## src/rtl/monolith_sponge.sv

```systemverilog
// Sponge front-end for the Monolith permutation: packs message elements into the rate, pads, and launches one permutation per block.
// Latency: LAUNCH one cycle after a block's final element handshake; digest one cycle after perm_valid for the final block.
// Backpressure: msg_ready only in ABSORB; the digest is held in DONE until digest_ready.
// Ports: clk/reset (sync, active-low); msg_* input stream; perm_* drive and observe the permutation engine;
//        digest/digest_valid/digest_ready carry the result out.
module monolith_sponge #(
    parameter int                    WORD_WIDTH  = 31,
    parameter int                    STATE_SIZE  = 16,
    parameter int                    RATE        = 8,
    parameter int                    DIGEST_SIZE = 8,
    parameter logic [WORD_WIDTH-1:0] MODULUS     = 31'h7FFF_FFFF
) (
    input  logic                                   clk,
    input  logic                                   reset,
    input  logic [WORD_WIDTH-1:0]                  msg_data,
    input  logic                                   msg_valid,
    input  logic                                   msg_last,
    output logic                                   msg_ready,
    output logic                                   perm_reset,
    output logic [STATE_SIZE-1:0][WORD_WIDTH-1:0]  perm_state_in,
    input  logic [STATE_SIZE-1:0][WORD_WIDTH-1:0]  perm_state_out,
    input  logic                                   perm_valid,
    output logic [DIGEST_SIZE-1:0][WORD_WIDTH-1:0] digest,
    output logic                                   digest_valid,
    input  logic                                   digest_ready
);

    localparam int POS_W = (RATE > 1) ? $clog2(RATE) : 1;

    typedef enum logic [1:0] {
        ST_ABSORB = 2'd0,
        ST_LAUNCH = 2'd1,
        ST_WAIT   = 2'd2,
        ST_DONE   = 2'd3
    } fsm_t;

    fsm_t                                  fsm_q, fsm_d;
    logic [STATE_SIZE-1:0][WORD_WIDTH-1:0] state_q, state_d;
    logic [POS_W-1:0]                      pos_q, pos_d;
    logic                                  pad_pending_q, pad_pending_d;
    logic                                  final_q, final_d;
    logic [WORD_WIDTH-1:0]                 reduced;
    logic                                  pos_at_end;

    // A single conditional subtract suffices: inputs are below 2*MODULUS.
    assign reduced    = (msg_data >= MODULUS) ? (msg_data - MODULUS) : msg_data;
    assign pos_at_end = (pos_q == POS_W'(RATE - 1));

    // Outputs are gated by reset so they take their idle values while reset is held.
    assign msg_ready     = reset && (fsm_q == ST_ABSORB);
    assign perm_reset    = !reset || (fsm_q != ST_WAIT);
    assign digest_valid  = reset && (fsm_q == ST_DONE);
    assign perm_state_in = state_q;

    always_comb begin
        for (int i = 0; i < DIGEST_SIZE; i++) begin
            digest[i] = digest_valid ? state_q[i] : '0;
        end
    end

    always_comb begin
        fsm_d         = fsm_q;
        state_d       = state_q;
        pos_d         = pos_q;
        pad_pending_d = pad_pending_q;
        final_d       = final_q;

        case (fsm_q)
            ST_ABSORB: begin
                if (msg_valid) begin
                    // Overwrite mode: the element lands at pos; on the last element the
                    // 1-padding follows it and the rest of the rate is cleared.
                    for (int i = 0; i < RATE; i++) begin
                        if (i == int'(pos_q)) begin
                            state_d[i] = reduced;
                        end else if (msg_last && (i == int'(pos_q) + 1)) begin
                            state_d[i] = WORD_WIDTH'(1);
                        end else if (msg_last && (i > int'(pos_q) + 1)) begin
                            state_d[i] = '0;
                        end
                    end
                    if (msg_last) begin
                        // A full final block leaves no room for the pad word: it
                        // goes into an extra block after this permutation.
                        if (pos_at_end) begin
                            pad_pending_d = 1'b1;
                        end else begin
                            final_d = 1'b1;
                        end
                        fsm_d = ST_LAUNCH;
                    end else if (pos_at_end) begin
                        fsm_d = ST_LAUNCH;
                    end else begin
                        pos_d = pos_q + POS_W'(1);
                    end
                end
            end

            ST_LAUNCH: begin
                fsm_d = ST_WAIT;
            end

            ST_WAIT: begin
                if (perm_valid) begin
                    state_d = perm_state_out;
                    if (pad_pending_q) begin
                        for (int i = 0; i < RATE; i++) begin
                            state_d[i] = (i == 0) ? WORD_WIDTH'(1) : '0;
                        end
                        pad_pending_d = 1'b0;
                        final_d       = 1'b1;
                        fsm_d         = ST_LAUNCH;
                    end else if (final_q) begin
                        fsm_d = ST_DONE;
                    end else begin
                        pos_d = '0;
                        fsm_d = ST_ABSORB;
                    end
                end
            end

            ST_DONE: begin
                if (digest_ready) begin
                    // Next message starts from an all-zero state.
                    state_d = '0;
                    pos_d   = '0;
                    final_d = 1'b0;
                    fsm_d   = ST_ABSORB;
                end
            end

            default: begin
                fsm_d = ST_ABSORB;
            end
        endcase
    end

    always_ff @(posedge clk) begin
        if (!reset) begin
            fsm_q         <= ST_ABSORB;
            state_q       <= '0;
            pos_q         <= '0;
            pad_pending_q <= 1'b0;
            final_q       <= 1'b0;
        end else begin
            fsm_q         <= fsm_d;
            state_q       <= state_d;
            pos_q         <= pos_d;
            pad_pending_q <= pad_pending_d;
            final_q       <= final_d;
        end
    end

endmodule
```

## config.mk

```make
export PLATFORM = sky130hd
export DESIGN_NAME = monolith_sponge
export DESIGN_NICKNAME = d
export VERILOG_FILES = /design/src/rtl/monolith_sponge.sv
export SDC_FILE = /design/constraint.sdc
export NUM_CORES = 1
export LEC_CHECK = 0
export ABC_AREA = 1
export BUFFER_PORTS_ARGS = -buffer_cell sky130_fd_sc_hd__buf_2
export CAP_MARGIN = 30
export CELL_PAD_IN_SITES_DETAIL_PLACEMENT = 0
export CELL_PAD_IN_SITES_GLOBAL_PLACEMENT = 1
export CORE_AREA = 2 2 496 498
export CTS_BUF_LIST = sky130_fd_sc_hd__clkbuf_8
export DETAILED_ROUTE_END_ITERATION = 16
export DIE_AREA = 0 0 498 500
export MAX_ROUTING_LAYER = met4
export PLACE_DENSITY = 0.41
export SETUP_SLACK_MARGIN = 0.4
export SLEW_MARGIN = 20
export SYNTH_ARGS = -nofsm -noshare
export SYNTH_HDL_FRONTEND = slang
export SYNTH_SLANG_ARGS = --single-unit
```

## constraint.sdc

```tcl
create_clock -name clk -period 2 [get_ports clk]
set_input_delay 0.4 -clock clk [delete_from_list [all_inputs] [get_ports clk]]
set_output_delay 0.4 -clock clk [all_outputs]
set_load 0.01 [all_outputs]
```

==> Word level (Yosys, flattened, before mapping) <==
Cells that the tools add are included.
{ "op_classes": {"addsub": 3, "n_mul": 0, "div_mod_pow": 0, "magnitude_cmp": 9, "eq_ne": 38, "n_shift": 0, "mux": 67, "n_bitwise": 0, "n_reduce_logical": 39} }
{ "op_table": {"columns": ["op", "count"], "rows": [
  ["two-way mux 31 bit", 33],
  ["two-way mux 496 bit", 2],
  ["one-hot mux 248 bit (3 select lines)", 1],
  ["two-way mux 248 bit", 2],
  ["one-hot mux 248 bit (2 select lines)", 1],
  ["equality test 4 x 32 -> 1 bit, first input constant", 4],
  ["> comparator 4 x 32 -> 1 bit, first input constant", 3],
  ["equality test 3 x 32 -> 1 bit, first input constant", 2],
  ["> comparator 3 x 32 -> 1 bit, first input constant", 2],
  ["AND reduction 5 bit", 9],
  ["equality test 2 x 32 -> 1 bit, first input constant", 1],
  ["> comparator 1 x 32 -> 1 bit, first input constant", 1],
  ["> comparator 2 x 32 -> 1 bit, first input constant", 1],
  ["logical NOT 32 bit", 1],
  ["!= test 4 x 1 -> 1 bit, second input constant", 8],
  [">= comparator 31 bit, second input constant", 1],
  ["subtractor 31 bit, second input constant", 1],
  ["!= test 2 bit, second input constant", 11],
  ["two-way mux 3 bit", 7],
  ["logical AND 1 bit", 18],
  ["two-way mux 2 bit", 7],
  ["equality test 3 bit, first input constant", 4],
  ["two-way mux 1 bit", 10],
  ["one-hot mux 3 bit (3 select lines)", 1],
  ["other kinds (22)", 25]
]} }
{ "word_totals": {"regBits": 503, "latchBits": 0, "ramBits": 0, "rom_bits": 0, "out_inout_bits": 747, "n_memories": 0} }

==> Longest topological paths before layout <==
Gate-level depths: netlist of the first run.
{ "logic_depth": {"depth_word": 8, "ltp_mapped": 14, "depth_no_buf": 12} }

==> Least setup slack after synthesis of the first run <==
Ideal clock, no wire load.
{ "synth_timing": {"path_type": "input-to-output", "start": "in reset", "end": "out digest[227] in the netlist's numbering", "arrival_ns": 1.620, "path_slack_ns": -0.020, "stages": 7, "path_buffers": 3, "cell_sequence": "clkbuf_1 inv_1 nor2_1 inv_2 clkbuf_1 buf_1 nor2_1"} }
{ "synth_lines": {"columns": ["item", "line_no", "text"], "rows": [
  ["start: declaration", "14", "input logic reset,"],
  ["end: declaration", "23", "output logic [DIGEST_SIZE-1:0][WORD_WIDTH-1:0] digest,"]
]} }

==> results of run 1 <==
==> metrics by stage <==
| stage | utilization | worst slack [ns] |
|---|---|---|
| after floorplan | - | 0.310 |
| after global placement | 0.152 | -0.776 |
| after detailed placement | 0.152 | -0.679 |
| after CTS | 0.187 | -0.885 |
| after global routing | 0.189 | -0.868 |
| final | 0.189 | -0.705 |
==> kinds of logic after synthesis <==
group | Yosys count
compound gates | 862
buf+inv | 637
simple gates | 1483
fa+ha+maj | 8
flops | 503
==> flip-flops by register name (all words and copies together), names as in the netlist <==
| name | flops |
|---|---|
| perm_state_in | 496 |
| pos_q | 3 |
| fsm_q | 2 |
| final_q | 1 |
| pad_pending_q | 1 |
==> layout make-up <==
class | count | area, um^2
Inverter | 316 | 1230
Clock inverter | 58 | 494
Antenna cell | 30 | 75.1
Sequential cell | 503 | 10100
Timing Repair inverter | 2 | 50.0
Multi-Input combinational cell | 2353 | 12200
Tap cell | 3220 | 4030
Clock buffer | 136 | 1870
Fill cell | 28100 | 198000
Timing Repair Buffer | 2124 | 16200
==> worst max-delay path, stage by stage (launching register included) <==
cell     delay (ns)
dfxtp_2        0.33
buf_6          0.12
nand2_8        0.06
nor2_4         0.12
buf_6          0.16
inv_16         0.07
buf_16         0.18
buf_12         0.15
nor2_2         0.09
buf_2          0.14
==> per-layer routing <==
layer,share of wire,track usage
met5,0,-
met4,0.025,0.0423
met3,0.072,0.0444
met2,0.50,0.290
met1,0.40,0.185
==> power by group <==
part | switching [W] | internal, W
clock | 0.00591 | 0.00684
combinational | 0.0157 | 0.00936
sequential | 0.00266 | 0.0130
==> placed cells by master (no fill, tap or decap), types with 30 or more instances in the layout <==
cell / n
buf_2: 1173
a21oi_1: 716
nand2_1: 600
dlygate4sd3_1: 524
nand3_1: 507
dfxtp_1: 498
inv_1: 339
buf_4: 219
nor2_4: 160
clkbuf_8: 136
nor2_1: 108
buf_6: 101
nor2_2: 89
buf_12: 85
o21ai_0: 72
o21ai_1: 61
diode_2: 30
==> worst max-delay path by stage <==
stage	end	startpoint	slack (ns)
3_3_place_gp	perm_state_in[208]	pos_q[0]	-0.78
3_5_place_dp	perm_state_in[208]	pos_q[0]	-0.68
5_1_grt	digest[81]	fsm_q[1]	-0.87
2_1_floorplan	perm_state_in[240]	pos_q[1]	0.31
4_1_cts	digest[55]	fsm_q[1]	-0.88
6_report	digest[18]	fsm_q[1]	-0.71
==> what timing repair did <==
action / in CTS / in global routing
setup endpoints to repair: 1250 / 1250
pin swaps: 2 / 2
hold endpoints to repair: 498 / 1
resized for setup: 132 / 72
cloned: 13 / 2
buffers inserted: 9 / 3
==> flow_summary.json, run 1 <==
{
  "status": "finished with violations",
  "violations": "negative setup slack",
  "min_from": "msg_valid",
  "yosys.area_share.simple": 0.267,
  "fin_area_um2": 46200,
  "critPathRequiredTime_ns": 1.60,
  "slew_violations": 0,
  "routed_via_density": 3.73,
  "worst_pin_slew_ns": 0.823,
  "wl_um": 208000,
  "syn-num-nets": 4034,
  "dpl_cell_area_um2": 37100,
  "synthAdderAreaFrac": 0.00427,
  "synthFlopType": "dfxtp_1",
  "powerDensity_nw_per_um2": 1160,
  "synthArstFlopShare": 0,
  "row_count": 182,
  "yosys_warnings": 0,
  "firstDrtPassIters": 7,
  "synth_compound_area_frac": 0.186,
  "clockBufferDepth": 3,
  "postSynthCellCount": 3493,
  "die-area_um2": 249000,
  "synthMuxAreaShare": 0,
  "grt_pass1_vias": 33200,
  "min_to": "fsm_q[1]",
  "syn-cell-area_um2": 23400,
  "period_minus_slack_ns": 2.71,
  "numCtsBuffers": 112,
  "hp-class": "primary input to flip-flop",
  "drc": 0,
  "synth_edf_count": 0,
  "hold_path_depth": 5,
  "place_inst": 7967,
  "drv_cap": 0,
  "die_h_um": 500,
  "io_buffers": 1279,
  "ys_seq_area_frac": 0.430,
  "synth_top_family_by_area": "simple AND/OR/NAND/NOR gates",
  "period_share": 1.35,
  "synth_commonest_cells": "716 x a21oi_1, 604 x nand2_1, 509 x nand3_1",
  "nets": 5953,
  "yosysTopAreaCell": "dfxtp_1",
  "setup-tns-final_ns": -159.35,
  "end_kind": "output pin",
  "vias": 32600,
  "clockRootBuffer": "clkbuf_8",
  "area_growth_syn_to_layout_pct": 97.2,
  "drive_gt1_frac": 0.373,
  "cp.arrival_ns": 2.31,
  "final-hold-violation-count": 0,
  "finalNonFillerCells": 8742,
  "clkTransAtPathRegs_ns": 0.05,
  "gp_congestion": 0.845,
  "cts_hold_buf": 524,
  "grt_pass1_wl_um": 280000,
  "grt_max_degree": 87,
  "antenna_found_initial": 73,
  "p_leak_nw": 20.3,
  "worstReg2RegStart": "fsm_q[0]",
  "worstReg2RegEnd": "perm_state_in[208]",
  "clkSinkCount": 503,
  "r2r_cells": 12,
  "start_kind": "flip-flop",
  "critPathMaxFanout": 12,
  "whs_ns": 0.00709,
  "synth_seq_cells": 503,
  "synth_top_area_frac": 0.430,
  "max-slew-margin-rel": 0.451,
  "cts_tree": "yes",
  "io_pins": 1280,
  "start_util": 0.0959,
  "final.setup.worst_slack_ns": -0.705,
  "synth_xor_area_frac": 0,
  "synth_cell_types": 33,
  "hpwl_um": 165000,
  "vdd_ir_drop_max_mv": 0.557,
  "avgSynthCellArea_um2": 6.71,
  "rrSetupSlack_ns": -0.55,
  "clock_skew_ns": 0.0642,
  "postRouteAntennaNets": 0,
  "fmax_mhz": 370,
  "htreeDepth": 3,
  "power_w": 0.0535,
  "rsz0062_at_grt": "true",
  "core_area_um2": 244000,
  "track_usage": 0.166,
  "synth.most_common_cell": "a21oi_1",
  "netlist_top_cells_area": "dfxtp_1 43%, a21oi_1 15%, nand3_1 11%, nand2_1 9.7%, nor2_1 5.7%",
  "insertion_delay_ns": 0.90,
  "die_w_um": 498,
  "wl_per_cell_um": 23.8,
  "critPathKind": "flip-flop to output pin",
  "setup_viol": 302,
  "drt_first_iter_violations": 1901,
  "grt_overflow": 0
}
(Power assumes the default switching activity.)
==> run 2: changes to the inputs <==
Settings changed: REMOVE_ABC_BUFFERS set to 1.
==> run 2 against run 1 <==
  * The run ends with negative hold slack, negative setup slack left
  * Clock power hardly changed
  * Global-route usage hardly changed
  * Maximum frequency is 2.4% lower
  * Critical path type unchanged
  * Critical endpoint is now digest[28]
  * Largest cell class unchanged
  * Highest routed layer unchanged
==> flow_summary.json, run 2 (synthesis gave the netlist of run 1 again) <==
{
  "clockRootBuffer": "clkbuf_8",
  "final_common_cell": "buf_2",
  "critPathRequiredTime_ns": 1.60,
  "critPathMaxStageDelay_ns": 0.33,
  "hold_path_depth": 5,
  "io_pins": 1280,
  "cts_tree": "yes",
  "insertion_delay_ns": 0.87,
  "hp-class": "primary input to flip-flop",
  "powerDensity_nw_per_um2": 1210,
  "period_minus_slack_ns": 2.77,
  "final.setup.worst_slack_ns": -0.771,
  "row_count": 182,
  "clock_skew_ns": 0.0828,
  "die_w_um": 498,
  "track_usage": 0.165,
  "wl_um": 208000,
  "grt_pass1_wl_um": 283000,
  "io_buffers": 1279,
  "htreeDepth": 3,
  "hpwl_um": 166000,
  "clockBufferDepth": 3,
  "rsz0062_at_grt": "true",
  "setup_viol": 496,
  "critPathMaxFanout": 8,
  "start_util": 0.0959,
  "vias": 32800,
  "grt_pass1_vias": 34100,
  "drive_gt1_frac": 0.348,
  "largest_reg_flops": 496,
  "cts_hold_buf": 525,
  "slowest_stage": "dfxtp_2",
  "postRouteAntennaNets": 0,
  "drt_first_iter_violations": 1873,
  "start_kind": "flip-flop",
  "end_kind": "output pin",
  "fmax_mhz": 361,
  "max-slew-margin-rel": 0.440,
  "critPathKind": "flip-flop to output pin",
  "period_share": 1.39,
  "final_cell_mix": "1215 x buf_2, 716 x a21oi_1, 601 x nand2_1",
  "gp_congestion": 0.858,
  "violations": "negative hold slack, negative setup slack",
  "area_growth_syn_to_layout_pct": 92.3,
  "final-hold-violation-count": 1,
  "p_leak_nw": 20.4,
  "numCtsBuffers": 110,
  "worst_pin_slew_ns": 0.840,
  "cpMostUsedCell": "buf_6",
  "drv_cap": 0,
  "routed_via_density": 3.73,
  "core_area_um2": 244000,
  "whs_ns": -0.0562,
  "place_ws_ns": -0.921,
  "power_w": 0.0544,
  "firstDrtPassIters": 5,
  "drc": 0,
  "clkSinkCount": 503,
  "r2r_cells": 11,
  "grt_max_degree": 152,
  "vdd_ir_drop_max_mv": 0.800,
  "antenna_found_initial": 69,
  "die_h_um": 500,
  "wl_per_cell_um": 23.7,
  "grt_overflow": 0,
  "status": "finished with violations",
  "nets": 5999,
  "slew_violations": 0,
  "path_cells": "buf_6 -> nand2_4 -> nor2_4 -> buf_12 -> inv_16 -> buf_6 -> buf_16 -> buf_6 -> nor2_1 -> buf_2",
  "clkTransAtPathRegs_ns": 0.06,
  "die-area_um2": 249000,
  "cp.arrival_ns": 2.37
}
==> run 2: cell types whose count changed in the layout (fill, tap and decap cells not counted), moves of 7 or more <==
cell	change
buf_8	+7
buf_2	+42
buf_16	-7
nor2_4	-93
nor2_2	-65
buf_6	-39
nor2_1	+158
buf_4	+57
o21ai_0	+8
==> run 2: path summary, 6_finish.rpt <==
kind	start	slack, ns	to
setup / recovery	fsm_q[0]	-0.77	digest[28]
hold / removal	msg_valid	-0.06	fsm_q[1]
setup reg to reg	pos_q[0]	-0.34	perm_state_in[79]
hold reg to reg	perm_state_in[425]	0.46	perm_state_in[425]
==> run 2: cell type report <==
type | instances | area (um^2)
well taps | 3220 | 4030
fillers | 28200 | 199000
clock buffers | 132 | 1820
inverters | 316 | 1230
repair inverters | 1 | 11.3
flip-flops and latches | 503 | 10100
repair buffers | 2173 | 16000
clock inverters | 61 | 532
diodes | 25 | 62.6
multi-input cells | 2353 | 11300
==> run 2: what timing repair did <==
action	in CTS	in global routing
pin swaps	7	1
setup endpoints to repair	1250	1250
cloned	5	0
gates resized for setup	264	15
setup buffers	4	0
endpoints found under the hold margin	499	1
==> run 2: critical path: cells and delay by family (launching register included) <==
| family | cells | cell delay, ns |
|---|---|---|
| buffers and inverters | 7 | 0.87 |
| AND/OR/NAND/NOR | 3 | 0.25 |
| flip-flops | 1 | 0.33 |
==> run 2: stage by stage <==
step                cells  hold WS (ns)  TNS (ns)  cell area (um^2)  utilization
global placement     8032         0.449   -178.32             36200        0.148
global route         8782       -0.0884   -309.46             45100        0.184
detailed placement   8032         0.452   -179.34             36200        0.148
floorplan            3172         0.490  -2991.84             22000            -
finish               8784       -0.0562   -212.33             45100        0.184
CTS                  8759        -0.214   -270.05             44900        0.184
==> run 2: metal layers <==
layer,wire [um],GRT usage,up-vias
li1,-,-,15400
met1,81300,0.178,15800
met2,109000,0.303,1330
met3,13300,0.0429,270
met4,4570,0.0357,0
met5,0,-,-
==> run 2: power breakdown <==
part / internal, W / switching [W]
sequential: 0.0130 / 0.00276
combinational: 0.00966 / 0.0162
clock: 0.00703 / 0.00582
